==> src/rtl/vga_pkg.sv <==
// -----------------------------------------------------------------------------
// vga_pkg
// Shared definitions for the VGA raster timing generator:
//   - default 640x480@72 timing values (pixel clocks / lines)
//   - sync polarity constants
//   - the control-bundle type carried through the latency-matching delay line
//   - cnt_width(): counter width needed to count 0 .. total-1
// -----------------------------------------------------------------------------
package vga_pkg;

    // Default horizontal timing, in pixel clocks
    localparam int unsigned DEF_H_ACTIVE = 32'd640;
    localparam int unsigned DEF_H_FP     = 32'd24;
    localparam int unsigned DEF_H_SYNC   = 32'd40;
    localparam int unsigned DEF_H_BP     = 32'd128;

    // Default vertical timing, in lines
    localparam int unsigned DEF_V_ACTIVE = 32'd480;
    localparam int unsigned DEF_V_FP     = 32'd9;
    localparam int unsigned DEF_V_SYNC   = 32'd3;
    localparam int unsigned DEF_V_BP     = 32'd28;

    // Sync polarity: the level the pin takes while the pulse is asserted
    localparam logic SYNC_ACTIVE_LOW  = 1'b0;
    localparam logic SYNC_ACTIVE_HIGH = 1'b1;

    // Deepest pixel-generator latency the delay line supports
    localparam int unsigned MAX_PIX_LAT = 32'd4;

    // Raw (active-high, polarity-free) control bits for one pixel.
    // All-zero means blank with both syncs inactive, so clearing the
    // delay line to zero gives the idle state.
    typedef struct packed {
        logic hsync;
        logic vsync;
        logic de;
    } vga_ctrl_t;

    // Width of a counter that must hold 0 .. total-1 (never narrower than 1)
    function automatic int unsigned cnt_width(input int unsigned total);
        if (total > 32'd1) begin
            return $clog2(total);
        end else begin
            return 32'd1;
        end
    endfunction

endpackage

==> src/rtl/vga_delay_line.sv <==
// -----------------------------------------------------------------------------
// vga_delay_line
// WIDTH x DEPTH shift register. Every stage advances only when i_en is high.
// Asynchronous active-low clear sets every stage to zero. DEPTH = 0 is a
// combinational pass-through (o_q = i_d).
// Ports:
//   i_clk    clock
//   i_clr_n  asynchronous active-low clear
//   i_en     shift enable
//   i_d      data into the first stage
//   o_q      data out of the last stage
// -----------------------------------------------------------------------------
module vga_delay_line #(
    parameter int unsigned WIDTH = 32'd1,
    parameter int unsigned DEPTH = 32'd1
) (
    input  logic             i_clk,
    input  logic             i_clr_n,
    input  logic             i_en,
    input  logic [WIDTH-1:0] i_d,
    output logic [WIDTH-1:0] o_q
);

    generate
        if (DEPTH == 32'd0) begin : g_pass
            // No storage: clock, clear and enable are intentionally ignored
            logic w_unused;
            assign w_unused = i_clk ^ i_clr_n ^ i_en;
            assign o_q      = i_d;
        end else begin : g_shift
            logic [DEPTH-1:0][WIDTH-1:0] r_stage;

            // Shift register: stage 0 takes the input, stage i takes stage i-1
            always_ff @(posedge i_clk or negedge i_clr_n) begin
                if (!i_clr_n) begin
                    r_stage <= '{default: {WIDTH{1'b0}}};
                end else if (i_en) begin
                    r_stage[0] <= i_d;
                    for (int i = 1; i < int'(DEPTH); i++) begin
                        r_stage[i] <= r_stage[i-1];
                    end
                end
            end

            assign o_q = r_stage[DEPTH-1];
        end
    endgenerate

endmodule

==> src/rtl/vga_timing_gen.sv <==
// -----------------------------------------------------------------------------
// vga_timing_gen
// Parametrised VGA raster timing generator. Counters x/y scan the raster and
// drive an external pixel generator that answers PIX_LAT enabled clocks later.
// The undelayed sync/display-enable go through a PIX_LAT-deep delay line so
// they line up with the returned colour, then hsync/vsync/de/rgb are
// registered onto the pins.
//
// Optional feature macro VGA_TIMING_BLANK_EN:
//   defined   - rgb loads zero whenever the delayed display-enable is low
//   undefined - rgb loads rgb_in unconditionally (generator does the blanking)
//
// Ports:
//   clk          pixel clock
//   reset        asynchronous active-low reset
//   en           pixel-clock enable; all state holds while low
//   x, y         current horizontal / vertical count
//   active       combinational: x < H_ACTIVE and y < V_ACTIVE (undelayed)
//   line_start   x == 0 and en
//   frame_start  x == 0, y == 0 and en
//   rgb_in       colour for the pixel presented PIX_LAT enabled clocks earlier
//   hsync, vsync registered syncs with HSYNC_POL / VSYNC_POL active level
//   de           registered display enable
//   rgb          registered colour
// -----------------------------------------------------------------------------
module vga_timing_gen
    import vga_pkg::*;
#(
    parameter int unsigned H_ACTIVE  = DEF_H_ACTIVE,
    parameter int unsigned H_FP      = DEF_H_FP,
    parameter int unsigned H_SYNC    = DEF_H_SYNC,
    parameter int unsigned H_BP      = DEF_H_BP,
    parameter int unsigned V_ACTIVE  = DEF_V_ACTIVE,
    parameter int unsigned V_FP      = DEF_V_FP,
    parameter int unsigned V_SYNC    = DEF_V_SYNC,
    parameter int unsigned V_BP      = DEF_V_BP,
    parameter logic        HSYNC_POL = SYNC_ACTIVE_LOW,
    parameter logic        VSYNC_POL = SYNC_ACTIVE_LOW,
    parameter int unsigned RGB_W     = 32'd3,
    parameter int unsigned PIX_LAT   = 32'd1,
    localparam int unsigned H_TOTAL  = H_ACTIVE + H_FP + H_SYNC + H_BP,
    localparam int unsigned V_TOTAL  = V_ACTIVE + V_FP + V_SYNC + V_BP,
    localparam int unsigned X_W      = cnt_width(H_TOTAL),
    localparam int unsigned Y_W      = cnt_width(V_TOTAL)
) (
    input  logic             clk,
    input  logic             reset,
    input  logic             en,
    output logic [X_W-1:0]   x,
    output logic [Y_W-1:0]   y,
    output logic             active,
    output logic             line_start,
    output logic             frame_start,
    input  logic [RGB_W-1:0] rgb_in,
    output logic             hsync,
    output logic             vsync,
    output logic             de,
    output logic [RGB_W-1:0] rgb
);

    // Region boundaries as counter-width constants
    localparam logic [X_W-1:0] X_LAST     = X_W'(H_TOTAL - 32'd1);
    localparam logic [X_W-1:0] X_ACT_END  = X_W'(H_ACTIVE);
    localparam logic [X_W-1:0] X_SYNC_BEG = X_W'(H_ACTIVE + H_FP);
    localparam logic [X_W-1:0] X_SYNC_END = X_W'(H_ACTIVE + H_FP + H_SYNC);
    localparam logic [Y_W-1:0] Y_LAST     = Y_W'(V_TOTAL - 32'd1);
    localparam logic [Y_W-1:0] Y_ACT_END  = Y_W'(V_ACTIVE);
    localparam logic [Y_W-1:0] Y_SYNC_BEG = Y_W'(V_ACTIVE + V_FP);
    localparam logic [Y_W-1:0] Y_SYNC_END = Y_W'(V_ACTIVE + V_FP + V_SYNC);

    // Reject unusable configurations at elaboration
    generate
        if (H_ACTIVE == 32'd0 || H_FP == 32'd0 || H_SYNC == 32'd0 || H_BP == 32'd0 ||
            V_ACTIVE == 32'd0 || V_FP == 32'd0 || V_SYNC == 32'd0 || V_BP == 32'd0) begin : g_bad_timing
            $error("vga_timing_gen: every timing parameter must be non-zero");
        end
        if (PIX_LAT > MAX_PIX_LAT) begin : g_bad_latency
            $error("vga_timing_gen: PIX_LAT must be in 0..4");
        end
    endgenerate

    logic [X_W-1:0]   r_x;
    logic [Y_W-1:0]   r_y;
    logic             w_x_last;
    logic             w_y_last;
    vga_ctrl_t        w_ctrl_now;
    vga_ctrl_t        w_ctrl_dly;
    logic [RGB_W-1:0] w_rgb_next;
    logic             r_hsync;
    logic             r_vsync;
    logic             r_de;
    logic [RGB_W-1:0] r_rgb;

    assign w_x_last = (r_x == X_LAST);
    assign w_y_last = (r_y == Y_LAST);

    // Raster counters: x every enabled clock, y on each x wrap, no idle cycles at wrap
    always_ff @(posedge clk or negedge reset) begin
        if (!reset) begin
            r_x <= {X_W{1'b0}};
            r_y <= {Y_W{1'b0}};
        end else if (en) begin
            if (w_x_last) begin
                r_x <= {X_W{1'b0}};
                if (w_y_last) begin
                    r_y <= {Y_W{1'b0}};
                end else begin
                    r_y <= r_y + 1'b1;
                end
            end else begin
                r_x <= r_x + 1'b1;
            end
        end
    end

    // Region decode for the pixel currently on x/y (raw, active-high)
    always_comb begin
        w_ctrl_now       = '{hsync: 1'b0, vsync: 1'b0, de: 1'b0};
        w_ctrl_now.hsync = (r_x >= X_SYNC_BEG) && (r_x < X_SYNC_END);
        w_ctrl_now.vsync = (r_y >= Y_SYNC_BEG) && (r_y < Y_SYNC_END);
        w_ctrl_now.de    = (r_x < X_ACT_END) && (r_y < Y_ACT_END);
    end

    // Match the pixel generator's latency so controls meet their colour
    vga_delay_line #(
        .WIDTH ($bits(vga_ctrl_t)),
        .DEPTH (PIX_LAT)
    ) u_ctrl_dly (
        .i_clk   (clk),
        .i_clr_n (reset),
        .i_en    (en),
        .i_d     (w_ctrl_now),
        .o_q     (w_ctrl_dly)
    );

    // Colour loaded into the output register
    always_comb begin
        w_rgb_next = {RGB_W{1'b0}};
`ifdef VGA_TIMING_BLANK_EN
        if (w_ctrl_dly.de) begin
            w_rgb_next = rgb_in;
        end else begin
            w_rgb_next = {RGB_W{1'b0}};
        end
`else
        w_rgb_next = rgb_in;
`endif
    end

    // Pin registers: apply sync polarity and capture colour on enabled clocks
    always_ff @(posedge clk or negedge reset) begin
        if (!reset) begin
            r_hsync <= ~HSYNC_POL;
            r_vsync <= ~VSYNC_POL;
            r_de    <= 1'b0;
            r_rgb   <= {RGB_W{1'b0}};
        end else if (en) begin
            r_hsync <= w_ctrl_dly.hsync ? HSYNC_POL : ~HSYNC_POL;
            r_vsync <= w_ctrl_dly.vsync ? VSYNC_POL : ~VSYNC_POL;
            r_de    <= w_ctrl_dly.de;
            r_rgb   <= w_rgb_next;
        end
    end

    assign x           = r_x;
    assign y           = r_y;
    assign active      = w_ctrl_now.de;
    assign line_start  = en & (r_x == {X_W{1'b0}});
    assign frame_start = en & (r_x == {X_W{1'b0}}) & (r_y == {Y_W{1'b0}});
    assign hsync       = r_hsync;
    assign vsync       = r_vsync;
    assign de          = r_de;
    assign rgb         = r_rgb;

endmodule

==> config.mk <==
export PLATFORM = sky130hd
export DESIGN_NAME = vga_timing_gen
export DESIGN_NICKNAME = d
export VERILOG_FILES = /design/src/rtl/vga_pkg.sv /design/src/rtl/vga_delay_line.sv /design/src/rtl/vga_timing_gen.sv
export SDC_FILE = /design/constraint.sdc
export NUM_CORES = 1
export LEC_CHECK = 0
export BUFFER_PORTS_ARGS = -buffer_cell sky130_fd_sc_hd__buf_4
export CAP_MARGIN = 30
export CORE_MARGIN = 10
export CORE_UTILIZATION = 45
export CTS_CLUSTER_SIZE = 8
export DETAILED_ROUTE_END_ITERATION = 7
export PLACE_DENSITY_LB_ADDON = 0.08
export SLEW_MARGIN = 20
export SYNTH_ARGS = -nofsm -noshare
export SYNTH_HDL_FRONTEND = slang
export SYNTH_SLANG_ARGS = --single-unit
==> constraint.sdc <==
create_clock -name clk -period 1.8 [get_ports clk]
set_input_delay 0.36 -clock clk [delete_from_list [all_inputs] [get_ports clk]]
set_output_delay 0.36 -clock clk [all_outputs]
set_load 0.02 [all_outputs]
Yosys cells after proc, flatten, opt, wreduce, memory -nomap -nowiden
Index checks and enable logic that the tools add are counted.

cells by class
  order comparisons = 6
  reductions and logical operators = 6
  equal/unequal tests = 2
  bitwise operators = 2
  multiplexer cells = 4
  add/subtract/negate cells = 2

operator list
  operator                 count
  $add A10 B1 Y10 const B  2
  $eq A10 B10 Y1 const B   2
  $logic_not A10 Y1        2
  $lt A10 B10 Y1 const B   2
  $lt A10 B9 Y1 const B    2
  $mux W10                 2
  $ge A10 B10 Y1 const B   1
  $ge A10 B9 Y1 const B    1
  $logic_and A1 B1 Y1      3
  $and A1 B1 Y1            2
  $mux W1                  2
  $reduce_and A2 Y1        1

word-level totals
  word-level logic and storage cells = 29
  bits in registers = 29

Depth between registers and ports, before layout
Gate-level depths: netlist (run 1).

  depth after elaboration = 3
  depth in mapped cells = 6

By module
From an unflattened synthesis (run 1), not the netlist that was laid out.

unflattened totals
  cell total of the unflattened synthesis = 147
  area, all modules = 1529.0 um^2

modules (own cells, without submodules)
  module          cells an instance  times used  sequential area each (um^2)  area an instance (um^2)
  vga_timing_gen  141                1           653.1                        1420.1
  vga_delay_line  6                  1           75.1                         108.9

Worst setup path after synthesis (run 1)
No wires, ideal clock.

  path type = register -> output
  start point = reg r_x[6], in the netlist x[6]
  end point = out frame_start
  setup slack = -0.436 ns
  data arrival time = 1.876 ns
  cell stages (with the launch flop) = 4
  path through = dfrtp_1 > or4_1 > nor4_2 > and4_1

on the way
  longest elaborated chain between the ends = 3

RTL lines
  element                   line                   text
  start: declaration        vga_timing_gen.sv:82   logic [X_W-1:0] r_x;
  start signal: assignment  vga_timing_gen.sv:100  r_x <= {X_W{1'b0}};
  start signal: assignment  vga_timing_gen.sv:104  r_x <= {X_W{1'b0}};
  start signal: assignment  vga_timing_gen.sv:111  r_x <= r_x + 1'b1;
  $logic_not A10 Y1         --
  $and A1 B1 Y1             --
  net line_start            vga_timing_gen.sv:52   output logic line_start,
  $and A1 B1 Y1             vga_timing_gen.sv:169  assign frame_start = en & (r_x == {X_W{1'b0}}) & (r_y == {Y_W{1'b0}});
  end: declaration          vga_timing_gen.sv:53   output logic frame_start,

The timed path passes the listed nets, and every way through them passes these cells.

Worst setup path after layout (run 1)
  start point = reg r_x[6], in the netlist x[6]
  end point = out frame_start

on the way
  longest elaborated chain between the ends = 3

RTL lines
  element                      line
  $logic_not A10 Y1            vga_timing_gen.sv:169
  $and A1 B1 Y1 (2 in series)  vga_timing_gen.sv:169

Every way passes these cells.

==> out/results.txt, run 1 <==
RR Startpoint = x[6]$_DFFE_PN0P_
Slew margin rel. = 72.8%
Slowest Stage Delay on Critical Path = 0.54 ns
First drt pass iteration count = 4
Final WS setup = -0.364 ns
CTS tree = done
Port bufs = 34
Mux contribution to synthesized area = 7.52%
Period minus WS final = 2.16 ns
Startpoint Class = flip-flop
GR Overflow Total = 0
Post-Synth Simple-Gate Area = 20.2%
Via-per-instance ratio = 5.15
Largest family of logic cells by synthesized area = simple AND/OR/NAND/NOR gates
Crit path kind = reg -> out
Adder-cell share of the synthesized area = 5.13%
Final WL = 3430 um
Crit-path cells = or4_4, nor4_4, and4_4, buf_6
Leak = 0.918 nW
Area of the die = 5930 sq um
Pwr dens = 848 nW/um^2
Final period utilization = 120%
Setup crit start = x[6]$_DFFE_PN0P_
Finished Layout Cells = 238
Net count after synthesis = 151
Largest net degree at the start of global routing = 30
Post-synthesis xor/xnor area fraction = 5.98%
Num CTS Buffers = 5
Number of synthesized flops with an enable pin = 0
Post-synthesis register bit count = 29
DP Wirelength = 2580 um
Fin area = 1960 sq um
Cell total after placement = 225
Setup violators final = 2
Final nets = 205
Primary FF master, synth = dfrtp_1
Status = finished, violations left
Tightest Pin Transition = 0.405 ns
CP endpoint kind = output pin
Clock root cell = clkbuf_4
Die width = 77.0 um
Clk_skew = 0.00684 ns
Final antenna-violating net count = 0
Post-Syn Instances = 139
FMAX = 0.462 GHz
Setup TNS = -0.619 ns
Initial antenna violation count = 0
Post-route DRC = 0
Diodes inserted = 0
CP max FO = 2
Max Root-Sink Buffers = 2
Post-synth ARST share = 100%
Clk pin slew, worst setup/hold paths = 0.09 ns
Area Overhead vs Synth = 34.1%
Post-synthesis sequential area ratio = 49.7%
Cell area after synthesis = 1460 sq um
Hold Path Class = in -> reg
Detailed Route Iter0 Violations = 68
Compound-cell area share of the yosys netlist = 7.35%
Ports = 35
CTS H-tree lvls = 2
Max-slew violations = 0
Rows = 20
Clock Latency Late Sink = 0.32 ns
Storage cell area = 734 sq um
Total track usage = 11.7%
Max-cap viol count = 0
Num Clock Sinks = 29
Worst Min Path Start = rgb_in[0]
# fillers = 289
Core box area = 3080 sq um
Synth cell types = 33
Post-Syn Area per Cell = 10.5 sq um
RSZ-0062 raised after global routing = true
Starting Density = 47.6%
Worst EP required = 1.44 ns
GP Congestion = 0.836
Arrival time worst endpoint = 1.80 ns
VDD IR-drop max = 0.535 mV
Slowest CP cell = or4_4
Vias in the first global route = 1,218
DP Area = 1860 sq um
Failing checks = negative setup slack
Share of layout cells above drive strength 1 = 40.2%
Final Hold Fails = 0
Drt wl/cell = 14.4 um
First-pass GRT wire length = 5690 um
Syn. warnings = 0
Multi-input logic area = 698 sq um
DR vias = 1,226
Dpl ws = -0.105 ns
Chip Height = 77.0 um
Total Power = 1.66 mW
## cells in the final DEF (no fill, tap or decap), types with 2 or more instances in the layout
cell,Yosys,final
inv_1,11,11
mux2i_1,2,2
nor4_1,4,4
nand3_1,8,7
buf_6,0,2
ha_1,6,6
nor4b_1,2,2
nor2_1,8,7
clkbuf_1,1,3
dfrtp_2,0,5
o22ai_1,2,2
clkbuf_4,0,5
mux2_2,8,8
and3_1,4,4
dfstp_2,2,2
buf_4,2,47
or3_1,2,2
o21ai_0,8,7
xor2_1,2,2
xnor2_1,8,8
dfrtp_1,27,22
nand3_2,1,2
nand2_1,12,12
a21oi_1,3,3
nand4_1,4,4
## cells in the mapped netlist (2+ instances only)
library cell | number | share of area, %
dfrtp_1 | 27 | 46
xnor2_1 | 8 | 4.8
nor2_1 | 8 | 2.1
dfstp_2 | 2 | 3.6
ha_1 | 6 | 5.1
nand2_1 | 12 | 3.1
o21ai_0 | 8 | 2.7
mux2i_1 | 2 | 1.4
nand4_1 | 4 | 1.7
inv_1 | 11 | 2.8
a21oi_1 | 3 | 1.0
and3_1 | 4 | 1.7
mux2_2 | 8 | 6.2
xor2_1 | 2 | 1.2
nor4b_1 | 2 | 1.2
o22ai_1 | 2 | 0.85
or3_1 | 2 | 0.85
nor4_2 | 2 | 1.7
buf_4 | 2 | 1.0
nand3_1 | 8 | 2.7
nor4_1 | 4 | 1.7
## state kept, by name (all words and copies together) (netlist names)
name / count
de: 1
vsync: 1
u_ctrl_dly.o_q: 3
hsync: 1
rgb: 3
y: 10
x: 10
## final timing paths
kind | cells past startpoint | endpoint | slack, ns
min | 2 | rgb[0]$_DFFE_PN0P_ | 0.26
min reg2reg | 1 | hsync$_DFFE_PN1P_ | 0.42
max in group asynchronous | 2 | hsync$_DFFE_PN1P_ | 1.00
min in group asynchronous | 2 | x[3]$_DFFE_PN0P_ | 0.48
max | 4 | frame_start | -0.36
max reg2reg | 5 | y[4]$_DFFE_PN0P_ | 0.11
## per-stage QoR
step / hold slack [ns] / utilization (%)
finish: 0.262 / 63.8
global route: 0.250 / 63.8
CTS: 0.252 / 62.4
detailed placement: 0.305 / 60.3
global placement: 0.303 / 60.3
floorplan: 0.0644 / -
## logic make-up after synthesis
kind of cell,count (synthesis)
compound gates,18
buf+inv,14
mux,10
flops,29
xor+xnor,10
fa+ha+maj,6
simple gates,52
## routing by layer
| metal | vias to the layer above | routed length, um | share of wire [%] | track usage, % |
|---|---|---|---|---|
| li1 | 603 | - | - | - |
| met1 | 583 | 1480 | 43 | 13.6 |
| met2 | 35 | 1610 | 47 | 18.2 |
| met3 | 5 | 294 | 8.6 | 5.94 |
| met4 | 0 | 39 | 1.1 | 3.83 |
| met5 | - | 0 | 0 | 0 |
## cell type report
cell class | count | area share, %
multi-input combinational | 96 | 35.6
clock buffer | 8 | 2.49
sequential | 29 | 37.4
tap | 44 | 2.80
inverter | 11 | 2.10
timing repair buffer | 50 | 19.6
## what timing repair did
action / in CTS / in global routing
hold endpoints to repair: 27 / 0
setup endpoints to repair: 2 / 3
pin swaps: 3 / 2
resized for setup: 2 / 6
cloned: 0 / 0
buffers inserted: 0 / 4
hold buffers: 1 / 0
## power breakdown
part	total (mW)	switching [mW]	internal [mW]
Sequential	0.777	0.0581	0.719
Combinational	0.516	0.277	0.239
Clock	0.372	0.216	0.155
## critical path: cells and delay by family, from the launching register on
kind | cells | cell delay (ns)
simple gates | 3 | 0.95
flops | 1 | 0.41
buf+inv | 1 | 0.11
No activity file was read; power rests on OpenSTA's default activity.
==> run 2, diff against run 1 <==
BUFFER_PORTS_ARGS = unset   (was -buffer_cell sky130_fd_sc_hd__buf_4)
DONT_BUFFER_PORTS = 1   (was unset)
==> run 2 against run 1 <==
  * The flow still finishes with violations (negative setup slack)
  * First-iteration DRC count shrank 13%
  * Flip-flop and latch count unchanged
  * Critical path type unchanged
  * Total power down 5.2%
  * Non-clock buffer count down 23
  * Sequential power is 0.8% lower
==> out/results.txt, run 2 (same netlist as run 1, synthesis figures left out) <==
Initial antenna violation count = 0 (unchanged)
CTS tree = done
Final period utilization = 116% (-4.4 points)
Ports = 35 (unchanged)
Slew margin rel. = 75.9% (+3.1 points)
Final WS setup = -0.286 ns (+0.0785 ns)
Startpoint Class = flip-flop
Fin area = 1810 sq um (-7.6%)
Finished Layout Cells = 215 (-9.7%)
Hold Path Class = in -> reg
Final Hold Fails = 0 (unchanged)
Worst path depth = 3 (-1)
FMAX = 0.479 GHz (+3.8%)
Slowest CP cell = or4_4
Final nets = 182 (-11%)
Failing checks = negative setup slack
Tightest Pin Transition = 0.358 ns (-0.0465 ns)
Worst EP required = 1.44 ns (about the same)
Rows = 20 (unchanged)
Cell total after placement = 203 (-9.8%)
Via-per-instance ratio = 5.32 (+3.2%)
Num CTS Buffers = 5 (unchanged)
GR Overflow Total = 0 (unchanged)
Largest net degree at the start of global routing = 30 (unchanged)
RSZ-0062 raised after global routing = true
Hold path depth = 1 (-1)
FF-to-FF path depth = 6 (+1)
Setup violators final = 2 (unchanged)
GP Congestion = 0.847 (+1.4%)
Diodes inserted = 0 (unchanged)
Final antenna-violating net count = 0 (unchanged)
Port bufs = 0 (-100%)
Total track usage = 11.6% (-0.099 points)
Period minus WS final = 2.09 ns (-0.0785 ns)
Crit-path cells = or4_4, nor4_4, and4_4
Arrival time worst endpoint = 1.73 ns (-0.07 ns)
Worst Path Buf+Inv = 0 (-1)
CP endpoint kind = output pin
Pwr dens = 871 nW/um^2 (+2.7%)
Clk pin slew, worst setup/hold paths = 0.08 ns (about the same)
Final WL = 3340 um (-2.4%)
Post-route DRC = 0 (unchanged)
CTS H-tree lvls = 2 (unchanged)
Area Overhead vs Synth = 23.8%
Vias in the first global route = 1,182 (-3.0%)
Max Root-Sink Buffers = 2 (unchanged)
Core box area = 3080 sq um (unchanged)
Num Clock Sinks = 29 (unchanged)
Die width = 77.0 um (unchanged)
Most frequent cells in the layout = 25 x dfrtp_1, 25 x buf_4, 12 x nand2_1
Slowest Stage Delay on Critical Path = 0.54 ns (about the same)
Max-cap viol count = 0 (unchanged)
Clk_skew = 0.00345 ns (-0.00339 ns)
VDD IR-drop max = 0.493 mV (-7.9%)
First drt pass iteration count = 4 (unchanged)
DP Wirelength = 2570 um (about the same)
Chip Height = 77.0 um (unchanged)
Detailed Route Iter0 Violations = 59 (-13%)
Max-slew violations = 0 (unchanged)
CP delay by family, top = simple AND/OR/NAND/NOR gates
DP Area = 1690 sq um (-8.9%)
First-pass GRT wire length = 5640 um (-0.97%)
Drt wl/cell = 15.6 um (+8.1%)
Status = finished, violations left
Crit path kind = reg -> out
Share of layout cells above drive strength 1 = 31.6% (-8.6 points)
Area of the die = 5930 sq um (unchanged)
Clock Latency Late Sink = 0.31 ns (about the same)
Leak = 0.813 nW (-11%)
DR vias = 1,143 (-6.8%)
CP max FO = 2 (unchanged)
Clock root cell = clkbuf_4
Starting Density = 47.6% (unchanged)
[run 2: cell types whose count changed in the layout (fill, tap and decap cells not counted), moves of 2 or more]
cell,before,now
buf_4,47,25
dfrtp_1,22,25
dfrtp_2,5,2
buf_6,2,0
nand3_2,2,0
[run 2: worst paths after layout]
| kind | start | end | slack, ns |
|---|---|---|---|
| max in group asynchronous | reset | hsync$_DFFE_PN1P_ | 1.08 |
| hold / removal | en | hsync$_DFFE_PN1P_ | 0.10 |
| hold reg to reg | u_ctrl_dly.o_q[2]$_DFFE_PN0P_ | hsync$_DFFE_PN1P_ | 0.43 |
| min in group asynchronous | reset | y[6]$_DFFE_PN0P_ | 0.48 |
| setup reg to reg | x[6]$_DFFE_PN0P_ | x[1]$_DFFE_PN0P_ | 0.10 |
| setup / recovery | x[6]$_DFFE_PN0P_ | frame_start | -0.29 |
[run 2: cell type report]
| class | instances | area (sq um) |
|---|---|---|
| clock buffers | 8 | 48.8 |
| inverters | 11 | 41.3 |
| multi-input cells | 96 | 719 |
| fillers | 270 | 1260 |
| repair buffers | 27 | 218 |
| well taps | 44 | 55.1 |
| flip-flops and latches | 29 | 731 |
[run 2: stage by stage]
| step | setup WS [ns] | hold WS [ns] | util, % | TNS, ns | total power [mW] |
|---|---|---|---|---|---|
| floorplan | -0.287 | 0.0644 | - | -0.287 | 1.06 |
| global placement | -0.0202 | 0.0658 | 54.9 | -0.0202 | 1.20 |
| detailed placement | -0.0296 | 0.0655 | 54.9 | -0.0296 | 1.21 |
| CTS | -0.315 | 0.0877 | 57.8 | -0.516 | 1.60 |
| global route | -0.376 | 0.0950 | 58.9 | -0.795 | 1.69 |
| finish | -0.286 | 0.102 | 58.9 | -0.462 | 1.58 |
[run 2: what timing repair did]
action / 4_1_cts / 5_1_grt
setup buffers: 1 / 1
gates resized for setup: 2 / 5
pin swaps: 3 / 2
endpoints found under the setup margin: 3 / 9
hold endpoints to repair: 29 / 0
hold buffers: 2 / 0
[run 2: report_power, final]
part / leakage, nW / switching, mW / total (mW) / internal, mW
registers: 0.362 / 0.0521 / 0.771 / 0.719
logic: 0.425 / 0.265 / 0.447 / 0.183
clock network: 0.0265 / 0.205 / 0.361 / 0.155
[run 2: per-layer routing]
metal  global-route usage, %  part of all wire (%)  up-vias
li1                        -                     -      556
met1                    13.2                    44      543
met2                    18.2                    46       37
met3                    5.36                   8.9        7
met4                    4.93                   1.4        0
met5                       0                     0        -
